`src/rtl/pds_router_if.sv`:
```
// Packet-stream bundle between the upstream source, the router and the port monitors.
// master: the packet source / port consumers; slave: the router.
interface pds_router_if #(
  parameter int NUM_PORTS = 4,
  parameter int CNT_W     = 16
);
  logic [15:0]             data_ip;
  logic                    valid_up;
  logic                    ready_up;
  logic [16*NUM_PORTS-1:0] data_op;
  logic [NUM_PORTS-1:0]    valid_op;
  logic [NUM_PORTS-1:0]    ready_op;
  logic [CNT_W-1:0]        accept_cnt;
  logic [CNT_W-1:0]        drop_cnt;

  modport master (
    output data_ip, valid_up, ready_op,
    input  ready_up, data_op, valid_op, accept_cnt, drop_cnt
  );

  modport slave (
    input  data_ip, valid_up, ready_op,
    output ready_up, data_op, valid_op, accept_cnt, drop_cnt
  );
endinterface

```
`src/rtl/pds_router.sv`:
```
// Packet switch core: decodes the target nibble of each input word and queues it
// in a per-port FIFO whose head is offered to that port's monitor via valid/ready.
module pds_router #(
  parameter int NUM_PORTS = 4,
  parameter int DEPTH     = 4,
  parameter int CNT_W     = 16
) (
  input logic          clk,
  input logic          reset,
  pds_router_if.slave  bus
);
  localparam int AW = $clog2(DEPTH);
  localparam logic [AW-1:0] PTR_ONE = AW'(1);
  localparam logic [AW:0]   CNT_ONE = (AW + 1)'(1);
  localparam logic [AW:0]   CNT_FULL = (AW + 1)'(DEPTH);

  function automatic logic [CNT_W-1:0] sat_inc(input logic [CNT_W-1:0] v);
    return (&v) ? v : v + CNT_W'(1);
  endfunction

  logic [3:0]              tgt;
  logic                    legal;
  logic                    acc;
  logic                    ready_w;
  logic [NUM_PORTS-1:0]    full_v;
  logic [NUM_PORTS-1:0]    valid_v;
  logic [16*NUM_PORTS-1:0] data_v;
  logic [CNT_W-1:0]        accept_q;
  logic [CNT_W-1:0]        drop_q;

  assign tgt     = bus.data_ip[11:8];
  assign legal   = ({1'b0, tgt} < 5'(NUM_PORTS));
  // Any full FIFO stalls the whole input stream, even for other targets.
  assign ready_w = ~|full_v;
  assign acc     = bus.valid_up && ready_w;

  for (genvar p = 0; p < NUM_PORTS; p++) begin : g_port
    logic [15:0]   mem [DEPTH];
    logic [AW-1:0] wr_ptr;
    logic [AW-1:0] rd_ptr;
    logic [AW:0]   count;
    logic [15:0]   last_q;
    logic          push;
    logic          pop;

    assign push = acc && legal && (tgt == 4'(p));
    assign pop  = (count != '0) && bus.ready_op[p];

    always_ff @(posedge clk) begin
      if (push) mem[wr_ptr] <= bus.data_ip;
    end

    always_ff @(posedge clk) begin
      if (reset) begin
        wr_ptr <= '0;
        rd_ptr <= '0;
        count  <= '0;
        last_q <= '0;
      end else begin
        if (push) wr_ptr <= wr_ptr + PTR_ONE;
        if (pop) begin
          rd_ptr <= rd_ptr + PTR_ONE;
          last_q <= mem[rd_ptr];
        end
        if (push && !pop)      count <= count + CNT_ONE;
        else if (pop && !push) count <= count - CNT_ONE;
      end
    end

    assign full_v[p]           = (count == CNT_FULL);
    assign valid_v[p]          = (count != '0);
    // An empty port keeps showing the word it last handed out.
    assign data_v[16*p +: 16]  = (count == '0) ? last_q : mem[rd_ptr];
  end

  always_ff @(posedge clk) begin
    if (reset) begin
      accept_q <= '0;
      drop_q   <= '0;
    end else if (acc) begin
      accept_q <= sat_inc(accept_q);
      if (!legal) drop_q <= sat_inc(drop_q);
    end
  end

  assign bus.ready_up   = ready_w;
  assign bus.valid_op   = valid_v;
  assign bus.data_op    = data_v;
  assign bus.accept_cnt = accept_q;
  assign bus.drop_cnt   = drop_q;
endmodule

```
`src/flat_wrapper.sv`:
```
// flat-port wrapper written by rule: the top's interface ports become plain ports
module pds_router_flat 
#(
  parameter int NUM_PORTS = 4,
  parameter int DEPTH     = 4,
  parameter int CNT_W     = 16
)
  (clk, reset, bus_data_ip, bus_valid_up, bus_ready_op, bus_ready_up, bus_data_op, bus_valid_op, bus_accept_cnt, bus_drop_cnt);
  pds_router_if #(.NUM_PORTS(NUM_PORTS), .CNT_W(CNT_W)) bus_i ();
  input logic clk;
  input logic reset;
  input wire logic [$bits(bus_i.data_ip)-1:0] bus_data_ip;
  input wire logic [$bits(bus_i.valid_up)-1:0] bus_valid_up;
  input wire logic [$bits(bus_i.ready_op)-1:0] bus_ready_op;
  output wire logic [$bits(bus_i.ready_up)-1:0] bus_ready_up;
  output wire logic [$bits(bus_i.data_op)-1:0] bus_data_op;
  output wire logic [$bits(bus_i.valid_op)-1:0] bus_valid_op;
  output wire logic [$bits(bus_i.accept_cnt)-1:0] bus_accept_cnt;
  output wire logic [$bits(bus_i.drop_cnt)-1:0] bus_drop_cnt;
  assign bus_i.data_ip = bus_data_ip;
  assign bus_i.valid_up = bus_valid_up;
  assign bus_i.ready_op = bus_ready_op;
  assign bus_ready_up = bus_i.ready_up;
  assign bus_data_op = bus_i.data_op;
  assign bus_valid_op = bus_i.valid_op;
  assign bus_accept_cnt = bus_i.accept_cnt;
  assign bus_drop_cnt = bus_i.drop_cnt;
  pds_router #(.NUM_PORTS(NUM_PORTS), .DEPTH(DEPTH), .CNT_W(CNT_W)) u_core (.clk(clk), .reset(reset), .bus(bus_i));
endmodule
```
`config.mk`:
```
export PLATFORM = sky130hd
export DESIGN_NAME = pds_router_flat
export DESIGN_NICKNAME = d
export VERILOG_FILES = /design/src/rtl/pds_router_if.sv /design/src/rtl/pds_router.sv /design/src/flat_wrapper.sv
export SDC_FILE = /design/constraint.sdc
export NUM_CORES = 1
export LEC_CHECK = 0
export BUFFER_PORTS_ARGS = -buffer_cell sky130_fd_sc_hd__buf_4
export CORE_ASPECT_RATIO = 1.25
export CORE_MARGIN = 2
export CORE_UTILIZATION = 53
export CTS_CLUSTER_SIZE = 20
export DETAILED_ROUTE_END_ITERATION = 8
export MAX_ROUTING_LAYER = met4
export PLACE_DENSITY = 0.72
export SETUP_SLACK_MARGIN = 0.15
export SYNTH_ARGS = -nofsm -noshare
export SYNTH_HDL_FRONTEND = slang
export SYNTH_SLANG_ARGS = --single-unit
```
`constraint.sdc`:
```
create_clock -name clk -period 3.5 [get_ports clk]
set_input_delay 0.35 -clock clk [delete_from_list [all_inputs] [get_ports clk]]
set_output_delay 0.35 -clock clk [all_outputs]
set_load 0.05 [all_outputs]
```
==> results.cfg <==
[finish]
drive_gt1_frac = 0.284
fin_cells = 1624
final_common_cell = edfxtp_1
design_area_sq_mm = 0.0182
nets = 1246
layout_common_cells = edfxtp_1, buf_4, nand2_1
area_delta_synth_final_pct = 16.9

[cts]
cts-root-buf = clkbuf_16
htreeDepth = 2
cts_made_buffers = 38
postCtsSetupRepairBufs = 0
cts_tree = built
clock-sinks = 388
clock_latency_ps = 520
ctsResizeCount = 0
clk_pin_slew_worst_paths_ps = 60
cts_buffer_depth = 3
hold_buffers = 0

[sta]
period_needed_ps = 2890
setup_viol = 0
whs_ps = 186
clock_skew_ps = 15.2
worst_slew_margin_rel = 0.399
max_slew.worst_pin.slew_ps = 900
maxSlewViolCount = 0
period_share = 0.825
hold_viol_final = 0
clock.fmax_mhz = 346
final.setup.tns_ps = 0
rsz0062_at_grt = false

[floorplan]
io_pins = 124
initial_core_util = 0.535
die-area_sq_mm = 0.0308
fp.coreArea_sq_mm = 0.0292
rows = 70
die_y_um = 196
fp.dieW_um = 157

[setup_path]
critPathLaunchType = flip-flop
path_cells = or3_1 > buf_4 > and2_1 > clkinv_1 > ha_1 > inv_1 > fa_1 > xor2_1 > or3_1 > a21oi_1
end_kind = flip-flop
cp_slowest_stage_delay_ps = 380
slowest_stage = fa_1
crit_type = flip-flop to flip-flop
crit_required_ps = 3940
regToRegStartpoint = u_core.g_port[0].count[0]
crit_arrival_ps = 3330
crit_path_start = u_core.g_port[0].count[0]
critPathMaxFanout = 18
cp_common_cell = or3_1

[grt]
grt_pass1_vias = 9047
grt_max_degree = 69
overflow = 0
grt_pass1_wl_um = 49600
gr-usage-all-layers = 0.215
antenna_found_initial = 2

[power]
power_frac_seq = 0.330
switching_share = 0.380
switchingPower_uw = 6290
vdd_drop_max_v = 0.000819
leakagePower_uw = 0.00636
powerDensity_mw_per_mm2 = 907
intPower_uw = 10300
comb_power_share = 0.411
p_clk_frac = 0.259

[logic_synthesis]
synthesis.area_sq_mm = 0.0156
ys.warnings.count = 0
ys_ff_latch = 388
synthMuxAreaShare = 0.147
synth_compound_area_frac = 0.0414
synth_fa_ha_area_frac = 0.0228
synth_edf_count = 256
synth_top_family_by_area = multiplexers
avgSynthCellArea_sq_um = 14.6
ys_seq_area_frac = 0.662
ys_types = 48
synth_simple_gate_area_frac = 0.0891
syn_nets = 1118
syn-instance-count = 1069
synthFlopType = edfxtp_1
ys_async_sr_fraction = 0
synthXorXnorAreaFrac = 0.0140

[placed_design]
detailed_place_hpwl_um = 19700
gp_congestion = 0.808
post_dp_cell_area_sq_mm = 0.0169
placed_cells = 1553
io_buffers = 123

[hold_path]
hold_class = input port to flip-flop
min_from = bus_data_ip[11]

[run]
maxCapViolations = 0

[route]
drt_iter0_drc = 603
drc = 0
routed_wl_um = 31800
routed_via_density = 5.60
avgRoutedWirePerCell_um = 19.6
drtPass1Iterations = 4
vias = 9090
drtAntennaViolNets = 0

[run_status]
status = completed
-- logic make-up after synthesis --
kind of cell               count (synthesis)
xor gates and xnor gates                  25
muxes                                    141
DFF                                      388
buffers and inverters                     80
AOI/OAI and AO/OA                        118
and+or+nand+nor                          291
adders and majority gates                 26
-- flip-flops by register name, indices dropped and copies added, names as in the netlist, named ones only --
name and cells:
u_core.g_port.rd_ptr 8, u_core.g_port.last_q 64, u_core.g_port.count 12, u_core.g_port.wr_ptr 8, u_core.bus.accept_cnt 16, u_core.bus.drop_cnt 16
u_core.g_port.mem 256
-- critical path: cells and delay by family (launching register included) --
| kind | cells | cell delay, ps |
|---|---|---|
| AND/OR/NAND/NOR | 3 | 870 |
| adder cells (fa/ha/maj) | 2 | 640 |
| buffers and inverters | 3 | 630 |
| flip-flops | 1 | 360 |
| XOR/XNOR | 1 | 170 |
| AO/OA/AOI/OAI | 1 | 140 |
-- layout make-up --
type                            instances  area, sq um
Antenna cell                            1         2.50
Multi-Input combinational cell        601         4910
Sequential cell                       388        10300
Clock inverter                         16          208
Clock buffer                           54         1130
Timing Repair Buffer                  145         1090
Inverter                               23         86.3
Tap cell                              396          495
Fill cell                            2154        10900
-- final timing paths --
check	cells after the start	slack [ps]	endpoint
worst max-delay path	10	610	u_core.g_port[0].count[2]
worst min register to register	2	450	u_core.g_port[3].last_q[5]
worst max register to register	10	610	u_core.g_port[0].count[2]
worst min-delay path	1	190	u_core.g_port[2].mem[2][11]
-- synth_stat cells, types with 16 or more instances --
library cell | n | area (sq um)
a21oi_1 | 89 | 445
and2_1 | 21 | 131
buf_2 | 21 | 105
clkbuf_1 | 29 | 109
dfxtp_1 | 132 | 2640
edfxtp_1 | 256 | 7690
ha_1 | 22 | 275
inv_1 | 19 | 71.3
mux2_2 | 67 | 754
mux4_2 | 64 | 1440
nand2_1 | 144 | 541
nor2_1 | 45 | 169
or3_1 | 20 | 125
xor2_1 | 16 | 140
-- stage by stage --
stage	setup WS (ps)	total power [uW]	util
after floorplan	669	10700	-
after global placement	717	12300	0.580
after detailed placement	656	12400	0.580
after CTS	633	16700	0.626
after global routing	422	17300	0.626
final	612	16600	0.626
-- power by group through the flow --
stage | clock network, uW | registers (uW) | logic, uW
floorplan | 0 | 5530 | 5150
global placement | 0 | 5540 | 6790
detailed placement | 0 | 5560 | 6850
CTS | 4360 | 5460 | 6880
global route | 4520 | 5510 | 7220
finish | 4290 | 5460 | 6810
-- per-layer routing --
metal,part of all wire,global-route usage,up-vias
li1,-,-,4218
met1,0.42,0.279,4581
met2,0.51,0.354,228
met3,0.043,0.0256,63
met4,0.028,0.0758,0
met5,0,-,-
(Power assumes the default switching activity.)
